**config.mk**
```make
export PLATFORM = sky130hd
export DESIGN_NAME = shift_right_pipe_flat
export DESIGN_NICKNAME = d
export VERILOG_FILES = /design/src/rtl/shift_right_pipe_if.sv /design/src/rtl/shift_right_pipe.sv /design/src/flat_wrapper.sv
export SDC_FILE = /design/constraint.sdc
export NUM_CORES = 1
export LEC_CHECK = 0
export BUFFER_PORTS_ARGS = -buffer_cell sky130_fd_sc_hd__buf_2
export CORE_UTILIZATION = 50
export DETAILED_ROUTE_END_ITERATION = 12
export GPL_TIMING_DRIVEN = 0
export HOLD_SLACK_MARGIN = 0.1
export PLACE_DENSITY = 0.74
export SYNTH_ARGS = -nofsm -noshare
export SYNTH_HDL_FRONTEND = slang
export SYNTH_SLANG_ARGS = --single-unit
```
**constraint.sdc**
```tcl
create_clock -name clk -period 1.2 [get_ports clk]
set_input_delay 0.06 -clock clk [delete_from_list [all_inputs] [get_ports clk]]
set_output_delay 0.06 -clock clk [all_outputs]
set_load 0.02 [all_outputs]
```
**src/rtl/shift_right_pipe_if.sv**
```systemverilog
// rtl/shift_right_pipe_if.sv - handshake bundle for the pipelined right shifter
interface shift_right_pipe_if #(
  parameter int LENGTH = 8
);
  localparam int STAGES = $clog2(LENGTH);

  logic              in_valid;
  logic              in_ready;
  logic [LENGTH-1:0] in_data;
  logic [STAGES-1:0] in_shamt;
  logic [1:0]        in_mode;
  logic              out_valid;
  logic              out_ready;
  logic [LENGTH-1:0] out_data;

  // Producer/consumer side: drives words in and accepts results.
  modport master (
    output in_valid, in_data, in_shamt, in_mode, out_ready,
    input  in_ready, out_valid, out_data
  );

  // Shifter side.
  modport slave (
    input  in_valid, in_data, in_shamt, in_mode, out_ready,
    output in_ready, out_valid, out_data
  );
endinterface

```
**src/rtl/shift_right_pipe.sv**
```systemverilog
// rtl/shift_right_pipe.sv - flow-controlled right shifter, one register stage per shift-amount bit
module shift_right_pipe #(
  parameter int LENGTH = 8
) (
  input  logic               clk,
  input  logic               rst_n,
  shift_right_pipe_if.slave  bus
);
  localparam int STAGES = $clog2(LENGTH);

  // Per-stage registers; each word carries its own shift amount and mode.
  logic [STAGES-1:0] valid_q;
  logic [LENGTH-1:0] data_q  [STAGES];
  logic [STAGES-1:0] shamt_q [STAGES];
  logic [1:0]        mode_q  [STAGES];

  // Stage inputs (upstream view) and the shifted value each stage would load.
  logic [STAGES-1:0] src_valid;
  logic [LENGTH-1:0] src_data  [STAGES];
  logic [STAGES-1:0] src_shamt [STAGES];
  logic [1:0]        src_mode  [STAGES];
  logic [LENGTH-1:0] nxt_data  [STAGES];
  logic [STAGES-1:0] ready;

  // Stall chain: a stage may load unless it and every stage after it are full while the sink stalls.
  always_comb begin
    logic all_full;
    all_full = 1'b1;
    ready    = '0;
    for (int k = STAGES - 1; k >= 0; k--) begin
      all_full = all_full & valid_q[k];
      ready[k] = bus.out_ready | ~all_full;
    end
  end

  // Stage 0 is fed from the input port, later stages from the preceding register.
  always_comb begin
    src_valid[0] = bus.in_valid;
    src_data[0]  = bus.in_data;
    src_shamt[0] = bus.in_shamt;
    src_mode[0]  = bus.in_mode;
    for (int k = 1; k < STAGES; k++) begin
      src_valid[k] = valid_q[k-1];
      src_data[k]  = data_q[k-1];
      src_shamt[k] = shamt_q[k-1];
      src_mode[k]  = mode_q[k-1];
    end
  end

  // Stage k shifts by 2^k when its shamt bit is set; the fill pattern depends on the mode.
  always_comb begin
    logic [LENGTH-1:0] d;
    logic [LENGTH-1:0] fill;
    logic [LENGTH-1:0] shifted;
    int                amt;
    for (int k = 0; k < STAGES; k++) begin
      amt  = 1 << k;
      d    = src_data[k];
      fill = '0;
      case (src_mode[k])
        // Sign bit of the stage input equals the original sign bit, so replicating it is exact.
        2'b01:   fill = {LENGTH{d[LENGTH-1]}} & ~({LENGTH{1'b1}} >> amt);
        2'b10:   fill = d << (LENGTH - amt);
        default: fill = '0;
      endcase
      shifted     = (d >> amt) | fill;
      nxt_data[k] = src_shamt[k][k] ? shifted : d;
    end
  end

  // Pipeline registers: load on ready, hold otherwise; reset discards all in-flight words.
  always_ff @(posedge clk or negedge rst_n) begin
    if (!rst_n) begin
      valid_q <= '0;
      for (int k = 0; k < STAGES; k++) begin
        data_q[k]  <= '0;
        shamt_q[k] <= '0;
        mode_q[k]  <= '0;
      end
    end else begin
      for (int k = 0; k < STAGES; k++) begin
        if (ready[k]) begin
          valid_q[k] <= src_valid[k];
          data_q[k]  <= nxt_data[k];
          shamt_q[k] <= src_shamt[k];
          mode_q[k]  <= src_mode[k];
        end
      end
    end
  end

  assign bus.in_ready  = ready[0];
  assign bus.out_valid = valid_q[STAGES-1];
  assign bus.out_data  = data_q[STAGES-1];
endmodule

```
**src/flat_wrapper.sv**
```systemverilog
// flat-port wrapper written by rule: the top's interface ports become plain ports
module shift_right_pipe_flat 
#(
  parameter int LENGTH = 8
)
  (clk, rst_n, bus_in_valid, bus_in_data, bus_in_shamt, bus_in_mode, bus_out_ready, bus_in_ready, bus_out_valid, bus_out_data);
  shift_right_pipe_if #(.LENGTH(LENGTH)) bus_i ();
  input  logic clk;
  input  logic rst_n;
  input wire logic [$bits(bus_i.in_valid)-1:0] bus_in_valid;
  input wire logic [$bits(bus_i.in_data)-1:0] bus_in_data;
  input wire logic [$bits(bus_i.in_shamt)-1:0] bus_in_shamt;
  input wire logic [$bits(bus_i.in_mode)-1:0] bus_in_mode;
  input wire logic [$bits(bus_i.out_ready)-1:0] bus_out_ready;
  output wire logic [$bits(bus_i.in_ready)-1:0] bus_in_ready;
  output wire logic [$bits(bus_i.out_valid)-1:0] bus_out_valid;
  output wire logic [$bits(bus_i.out_data)-1:0] bus_out_data;
  assign bus_i.in_valid = bus_in_valid;
  assign bus_i.in_data = bus_in_data;
  assign bus_i.in_shamt = bus_in_shamt;
  assign bus_i.in_mode = bus_in_mode;
  assign bus_i.out_ready = bus_out_ready;
  assign bus_in_ready = bus_i.in_ready;
  assign bus_out_valid = bus_i.out_valid;
  assign bus_out_data = bus_i.out_data;
  shift_right_pipe #(.LENGTH(LENGTH)) u_core (.clk(clk), .rst_n(rst_n), .bus(bus_i));
endmodule
```
[After elaboration in Yosys (flattened, before gate mapping)]
Cells that the tools add are included.
Storage, ports and cells
  register bits after elaboration: 37
  bits of input ports: 17
  output and inout bits: 10
  logic and storage cells: 33
Operators by class
  eq/ne operators: 6
  mux-type cells: 6
  bitwise operators: 11
Operators with widths (count)
  8-bit case mux with 2 select lines: 3
  8-bit two-way mux: 3
  4-bit by 8-bit bitwise OR with 8-bit output: 1
  6-bit by 8-bit bitwise OR with 8-bit output: 1
  7-bit by 8-bit bitwise OR with 8-bit output: 1
  2-bit by 1-bit equality test with 1-bit output, second input constant: 3
  2-bit equality test, second input constant: 3
  1-bit inverter: 3
  1-bit bitwise OR: 3
  1-bit AND: 2

[Logic depth before layout (Yosys ltp)]
Gate-level depths: netlist of the first run.
  depth in word-level cells: 4
  gate-level depth with buffers: 5

[Worst setup path before layout of the first run]
No wires, ideal clock.
  kind: register -> register
  start: register u_core.mode_q[2] (netlist name)
  end: register u_core.data_q (netlist bit u_core.bus.out_data[7])
  arrival time: 1.023 ns
  data required time: 1.078 ns
  slack: 0.054 ns
  cell stages (with the launch flop): 6
  clock period less this slack: 1.146 ns
  path through: dfrtp_1 > inv_1 > ha_1 > and2b_1 > a21oi_1 > a21oi_1
On the way
  longest elaborated chain between the ends: 4
  elaborated cells on any way between the ends: 5
  classes of those cells: eq/ne: 2; mux: 2; bitwise: 1
Ends and longest elaborated chain
  start, declared: RTL line shift_right_pipe.sv:15  | logic [1:0] mode_q [STAGES];
  start signal, assigned by index: RTL line shift_right_pipe.sv:86  | mode_q[k] <= src_mode[k];
  2-bit equality test or 2-bit by 1-bit equality test with 1-bit output (tied branches): RTL line shift_right_pipe.sv:60  | case (src_mode[k])
  8-bit case mux with 2 select lines *: RTL line shift_right_pipe.sv:60
  4-bit by 8-bit bitwise OR with 8-bit output *: RTL line shift_right_pipe.sv:66  | shifted = (d >> amt) | fill;
  8-bit two-way mux *: RTL line shift_right_pipe.sv:67  | nxt_data[k] = src_shamt[k][k] ? shifted : d;
  end signal, assigned by index: RTL line shift_right_pipe.sv:84  | data_q[k] <= nxt_data[k];
  end, declared: RTL line shift_right_pipe.sv:13  | logic [LENGTH-1:0] data_q [STAGES];
Every way passes the cells marked *; elsewhere a longest branch is shown, timed or not.
A chain may end at the register's enable or synchronous reset.

[Worst setup path after layout of the first run]
  start: register u_core.mode_q[3] (netlist name)
  end: register u_core.data_q (netlist bit u_core.bus.out_data[4])
Same word-level chain as after synthesis.

==> results.json, run 1 <==
{
  "diodes": 0,
  "yosysWarningCount": 0,
  "gp_congestion": 0.788,
  "syn_area_sq_mm": 0.00178,
  "final_antenna_net_count": 0,
  "vias": 1346,
  "synth-edff-count": 0,
  "power_density_mw_per_mm2": 1370,
  "setup_viol": 4,
  "violations": "setup timing",
  "critPathBufInv": 0,
  "critPathKind": "reg2reg",
  "async_flop_share_pct": 100,
  "reg2reg_slack_ns": -0.05,
  "core_sq_mm": 0.00336,
  "cap_viol_max_count": 0,
  "drive_above_1_share_pct": 37.1,
  "cts_buffer_depth": 2,
  "whs_path_depth": 3,
  "row_count": 21,
  "htreeDepth": 2,
  "place.port_buffers": 25,
  "final.fill_count": 274,
  "start_util_pct": 52.8,
  "r2r-start": "u_core.mode_q[3]$_DFFE_PN0P_",
  "holdCritPathClass": "in2reg",
  "hpwl_mm": 2.22,
  "max_slew_margin_pct": 51.0,
  "final_util_pct": 68.5,
  "period_minus_slack_ns": 1.25,
  "grt_pass1_vias": 1285,
  "cp_common_cell": "a21oi_2",
  "drt_iter0_markers": 28,
  "final_common_cell": "dfrtp_1",
  "clkLatencyLatePin_ns": 0.34,
  "synth_ff_type": "dfrtp_1",
  "antenna_found_initial": 0,
  "grt_max_degree": 35,
  "cts_buffers": 5,
  "fp.dieW_um": 61.6,
  "overflow": 0,
  "crit_arrival_ns": 1.50,
  "drv_slew": 0,
  "cts.sinks": 34,
  "rr_worst_depth": 4,
  "nets": 247,
  "crit_chain": "ha_4 -> and2b_2 -> a21oi_2 -> a21oi_2",
  "hold_viol": 0,
  "die-area_sq_mm": 0.00379,
  "grt_setup_unrepaired": "yes",
  "wl_per_cell_um": 12.5,
  "synth.avg_cell_area_sq_um": 10.6,
  "die_y_um": 61.6,
  "synth_cell_type_count": 28,
  "cp_slowest_cell": "dfrtp_1",
  "finalSetupTns_ns": -0.141,
  "crit_fanout": 4,
  "area_growth_pct": 29.7,
  "status": "finished, violations left",
  "drc": 0,
  "finalCritPeriodShare_pct": 104,
  "yosysSeqAreaShare_pct": 47.9,
  "cts_tree": "done",
  "min_from": "bus_in_shamt[0]",
  "wl_mm": 3.36,
  "synth_fp_nets": 191,
  "io_pins": 27,
  "final_cell_mix": "dfrtp_1, buf_2, nor2_1, a21oi_1, buf_4",
  "drtPass1Iterations": 4,
  "cts_root_buf": "clkbuf_4",
  "p_leak_nw": 1.11,
  "setup.worst_path.end_class": "flop",
  "clkTransAtPathRegs_ns": 0.11,
  "cp_slowest_stage_delay_ns": 0.42,
  "clock.fmax_mhz": 798,
  "worstSetupStartpointType": "flop",
  "viasPerCell": 4.99,
  "fin_skew_ns": 0.0107,
  "gr-usage-all-layers_pct": 20.1,
  "grt_pass1_wl_mm": 5.36,
  "whs_ns": 0.134,
  "worst_pin_slew_ns": 0.734,
  "crit_required_ns": 1.44,
  "reg2reg_to": "u_core.bus.out_data[4]$_DFFE_PN0P_",
  "synth.ff_latch_count": 34,
  "fin_ws_ns": -0.0537,
  "synth_cells": 168,
  "min_to": "u_core.data_q[23]$_DFFE_PN0P_",
  "cpLargestDelayFamily": "flip-flops",
  "irDropWorstVdd_mv": 0.752
}
tightest hold or removal path: cells and delay by family:
| kind | cells | cell delay (ns) |
|---|---|---|
| compound gates | 1 | 0.08 |
| buf+inv | 1 | 0.18 |
| simple gates | 1 | 0.12 |
cell families after synthesis:
group           after synthesis  synth area share [%]
buf+inv                      26                  9.65
compound gates               41                  13.8
flops                        34                  47.9
simple gates                 41                  12.5
mux                          20                  11.9
fa+ha+maj                     6                  4.23
sequential cells by signal, indices dropped and copies added, names as in the netlist:
register / flops
u_core.bus.out_data: 8
u_core.shamt_q: 3
u_core.mode_q: 4
u_core.data_q: 16
u_core.valid_q: 3
timing repair:
item,CTS,global route
gates resized for setup,10,12
pin swaps,5,3
buffers inserted,6,2
endpoints found under the hold margin,48,0
gates cloned,0,1
hold buffers,15,0
endpoints found under the setup margin,6,11
synthesized netlist by cell type, types with 3 or more instances:
cell type	number	area [sq um]
dfrtp_1	34	851
a21oi_1	25	125
nor2_1	22	82.6
mux2i_1	17	170
buf_4	10	75.1
inv_1	9	33.8
ha_1	6	75.1
nor2b_1	5	31.3
a22o_1	4	35.0
buf_6	4	45.0
nand2_1	4	15.0
nand2b_1	3	18.8
o21ai_1	3	15.0
o21ai_2	3	26.3
worst max-delay path by stage:
stage                                      start  slack, ns                            endpoint  cells past startpoint
global route        u_core.mode_q[2]$_DFFE_PN0P_       -0.1  u_core.bus.out_data[4]$_DFFE_PN0P_                      5
floorplan           u_core.mode_q[2]$_DFFE_PN0P_       0.05  u_core.bus.out_data[7]$_DFFE_PN0P_                      5
global placement    u_core.mode_q[2]$_DFFE_PN0P_      -0.02  u_core.bus.out_data[7]$_DFFE_PN0P_                      5
finish              u_core.mode_q[3]$_DFFE_PN0P_      -0.05  u_core.bus.out_data[4]$_DFFE_PN0P_                      4
detailed placement  u_core.mode_q[2]$_DFFE_PN0P_      -0.03  u_core.bus.out_data[5]$_DFFE_PN0P_                      5
CTS                 u_core.mode_q[2]$_DFFE_PN0P_      -0.04  u_core.bus.out_data[5]$_DFFE_PN0P_                      5
per-stage QoR:
step / cells / setup slack (ns) / area, sq um / total power, mW
2_1_floorplan: 168 / 0.0543 / 1780 / 2.18
3_3_place_gp: 239 / -0.0150 / 1960 / 2.39
3_5_place_dp: 239 / -0.0278 / 1960 / 2.42
4_1_cts: 267 / -0.0357 / 2230 / 3.12
5_1_grt: 270 / -0.0986 / 2300 / 3.35
6_report: 270 / -0.0537 / 2300 / 3.15
power by group:
part | switching, mW | total [mW] | internal, mW
Combinational | 0.509 | 1.06 | 0.552
Sequential | 0.155 | 1.50 | 1.35
Clock | 0.370 | 0.581 | 0.210
Total | 1.03 | 3.15 | 2.11
layout make-up:
cell class | count | area (sq um) | share of cell area (%)
Timing Repair Buffer | 49 | 353 | 15.3
Inverter | 9 | 33.8 | 1.47
Buffer | 17 | 138 | 5.98
Sequential cell | 34 | 851 | 37.0
Clock inverter | 2 | 10.0 | 0.435
Clock buffer | 5 | 37.5 | 1.63
Multi-Input combinational cell | 108 | 822 | 35.7
Tap cell | 46 | 57.6 | 2.50
layer usage:
layer / vias up / share of wire [%] / routed length, um / GRT usage, %
li1: 683 / - / - / -
met1: 629 / 40 / 1350 / 20.4
met2: 30 / 56 / 1870 / 38.1
met3: 4 / 3.6 / 120 / 5.67
met4: 0 / 0.83 / 28 / 8.57
met5: - / 0 / 0 / 0
(Power assumes the default switching activity.)
==> run 2, diff against run 1 <==
--- a/config.mk
+++ b/config.mk
@@ -8,7 +8,6 @@
 export BUFFER_PORTS_ARGS = -buffer_cell sky130_fd_sc_hd__buf_2
 export CORE_UTILIZATION = 50
 export DETAILED_ROUTE_END_ITERATION = 12
-export GPL_TIMING_DRIVEN = 0
 export HOLD_SLACK_MARGIN = 0.1
 export PLACE_DENSITY = 0.74
 export SYNTH_ARGS = -nofsm -noshare
==> constraint.sdc (replaced) <==
create_clock -name clk -period 1.2 [get_ports clk]
set_input_delay 0.06 -clock clk [delete_from_list [all_inputs] [get_ports clk]]
set_output_delay 0.06 -clock clk [all_outputs]
set_load 0.005 [all_outputs]
==> run 2 against run 1 <==
The run still ends with setup timing left. Sequential share of layout area shrank 0.68 points. Setup slack worse by 0.010 ns. Critical path depth grew 1. Register-to-register slack hardly changed. Clock power decreased by 1%. Utilization up 1.5 points. Non-clock buffer count decreased by 7. Wire length is 5.8% higher. Cell area rose by 2.2%. Total power is 3.7% lower. Critical path type unchanged. Largest power group unchanged.
==> results.json, run 2 (synthesized netlist as in run 1, its figures left out) <==
{
  "place_ws_ns": -0.0211,
  "drt_iter0_markers": 77,
  "start_util_pct": 52.8,
  "total_power_mw": 3.03,
  "final_util_pct": 69.9,
  "cap_viol_max_count": 0,
  "drtPass1Iterations": 4,
  "power_frac_clock_pct": 18.9,
  "cts_buffers": 5,
  "cpLargestDelayFamily": "flip-flops",
  "nets": 240,
  "whs_path_depth": 3,
  "grt_pass1_vias": 1286,
  "antenna_found_initial": 0,
  "holdCritPathClass": "in2reg",
  "die-area_sq_mm": 0.00379,
  "crit_arrival_ns": 1.49,
  "area_growth_pct": 32.5,
  "clkLatencyLatePin_ns": 0.32,
  "wl_per_cell_um": 13.5,
  "worst_pin_slew_ns": 0.424,
  "p_leak_nw": 1.10,
  "dp_cells": 230,
  "swShare_pct": 31.0,
  "die_y_um": 61.6,
  "hpwl_mm": 2.16,
  "setup_viol": 5,
  "grt_max_degree": 35,
  "fin_skew_ns": 0.00734,
  "worstSetupStartpointType": "flop",
  "comb_power_share_pct": 30.3,
  "regMostFlops": "u_core.data_q",
  "drv_slew": 0,
  "power.internal_mw": 2.09,
  "drc": 0,
  "violations": "setup timing",
  "crit_fanout": 4,
  "cp_common_cell": "a21oi_2",
  "cts.sinks": 34,
  "finalCritPeriodShare_pct": 105,
  "io_pins": 27,
  "diodes": 0,
  "wl_mm": 3.56,
  "cp_slowest_cell": "dfrtp_1",
  "period_minus_slack_ns": 1.26,
  "row_count": 21,
  "viasPerCell": 5.22,
  "hold_viol": 0,
  "final_cell_mix": "dfrtp_1, buf_2, nor2_1, a21oi_1, mux2i_1",
  "fin_ws_ns": -0.0641,
  "fp.dieW_um": 61.6,
  "final.fill_count": 284,
  "crit_required_ns": 1.42,
  "crit_chain": "inv_2 -> ha_4 -> and2b_2 -> a21oi_2 -> a21oi_2",
  "irDropWorstVdd_mv": 0.737,
  "final_common_cell": "dfrtp_1",
  "status": "finished, violations left",
  "gp_congestion": 0.820,
  "htreeDepth": 2,
  "max_slew_margin_pct": 71.7,
  "grt_pass1_wl_mm": 5.42,
  "gr-usage-all-layers_pct": 20.2,
  "clock.fmax_mhz": 791,
  "cp.depth": 5,
  "grt_setup_unrepaired": "yes",
  "rr_worst_depth": 5,
  "cp_slowest_stage_delay_ns": 0.38,
  "clkTransAtPathRegs_ns": 0.10,
  "overflow": 0,
  "seqPwrFrac_pct": 50.8,
  "critPathBufInv": 1,
  "cts_buffer_depth": 2,
  "stdcell_count": 263,
  "netSwitchingPower_mw": 0.941,
  "largest_reg_flops": 16,
  "drive_above_1_share_pct": 36.4,
  "final_antenna_net_count": 0,
  "final_area_sq_mm": 0.00235,
  "power_density_mw_per_mm2": 1290,
  "vias": 1372,
  "core_sq_mm": 0.00336,
  "setup.worst_path.end_class": "flop",
  "critPathKind": "reg2reg",
  "place.port_buffers": 26,
  "cts_tree": "done",
  "cts_root_buf": "clkbuf_4",
  "place_area_sq_mm": 0.00189
}
[run 2: changes by cell type in the layout (fill, tap and decap cells not counted), sizes merged]
| cell | previous run | this run |
|---|---|---|
| clkinv | 2 | 0 |
| buf | 50 | 42 |
| clkbuf | 6 | 9 |
[run 2: through the flow]
step,setup TNS [ns],hold slack (ns)
detailed placement,-0.0348,0.116
global placement,0,0.102
floorplan,0,-0.236
global route,-0.526,0.194
finish,-0.182,0.182
CTS,-0.0413,0.137
[run 2: layout make-up]
class	instances	area (sq um)	share of cell area, %
multi-input cells	108	873	37.1
repair buffers	59	489	20.8
clock buffers	7	45.0	1.91
well taps	46	57.6	2.45
inverters	9	33.8	1.44
flip-flops and latches	34	853	36.3
[run 2: worst min-delay path, delay by kind of cell]
family,cells,cell delay (ns)
mux,1,0.16
buf+inv,1,0.18
compound gates,1,0.07
[run 2: power groups by stage]
stage / Sequential, mW / Combinational, mW / Clock, mW
after global placement: 1.54 / 0.655 / 0
final: 1.54 / 0.918 / 0.574
after CTS: 1.53 / 0.798 / 0.592
after detailed placement: 1.55 / 0.672 / 0
after floorplan: 1.48 / 0.603 / 0
after global routing: 1.57 / 1.03 / 0.645
[run 2: worst paths after layout]
path                                                    startpoint                            endpoint  slack (ns)
worst max-delay path                  u_core.mode_q[2]$_DFFE_PN0P_  u_core.bus.out_data[6]$_DFFE_PN0P_       -0.06
worst min-delay path                               bus_in_shamt[0]       u_core.data_q[22]$_DFFE_PN0P_        0.18
worst max register to register        u_core.mode_q[2]$_DFFE_PN0P_  u_core.bus.out_data[6]$_DFFE_PN0P_       -0.06
worst min register to register  u_core.bus.out_data[2]$_DFFE_PN0P_  u_core.bus.out_data[2]$_DFFE_PN0P_        0.53
max in group asynchronous                                    rst_n       u_core.valid_q[2]$_DFFE_PN0P_        0.60
min in group asynchronous                                    rst_n       u_core.valid_q[0]$_DFFE_PN0P_        0.28
[run 2: repair_timing]
action / 4_1_cts / 5_1_grt
endpoints found under the hold margin: 48 / 0
gates resized for setup: 10 / 22
hold buffers: 15 / 0
buffers inserted: 5 / 4
setup endpoints to repair: 6 / 16
gates cloned: 1 / 2
pin swaps: 5 / 9
[run 2: per-layer routing]
layer	track usage, %	part of all wire, %
met1	22.7	43
met2	36.4	53
met3	3.99	2.9
met4	9.52	0.96
met5	0	0
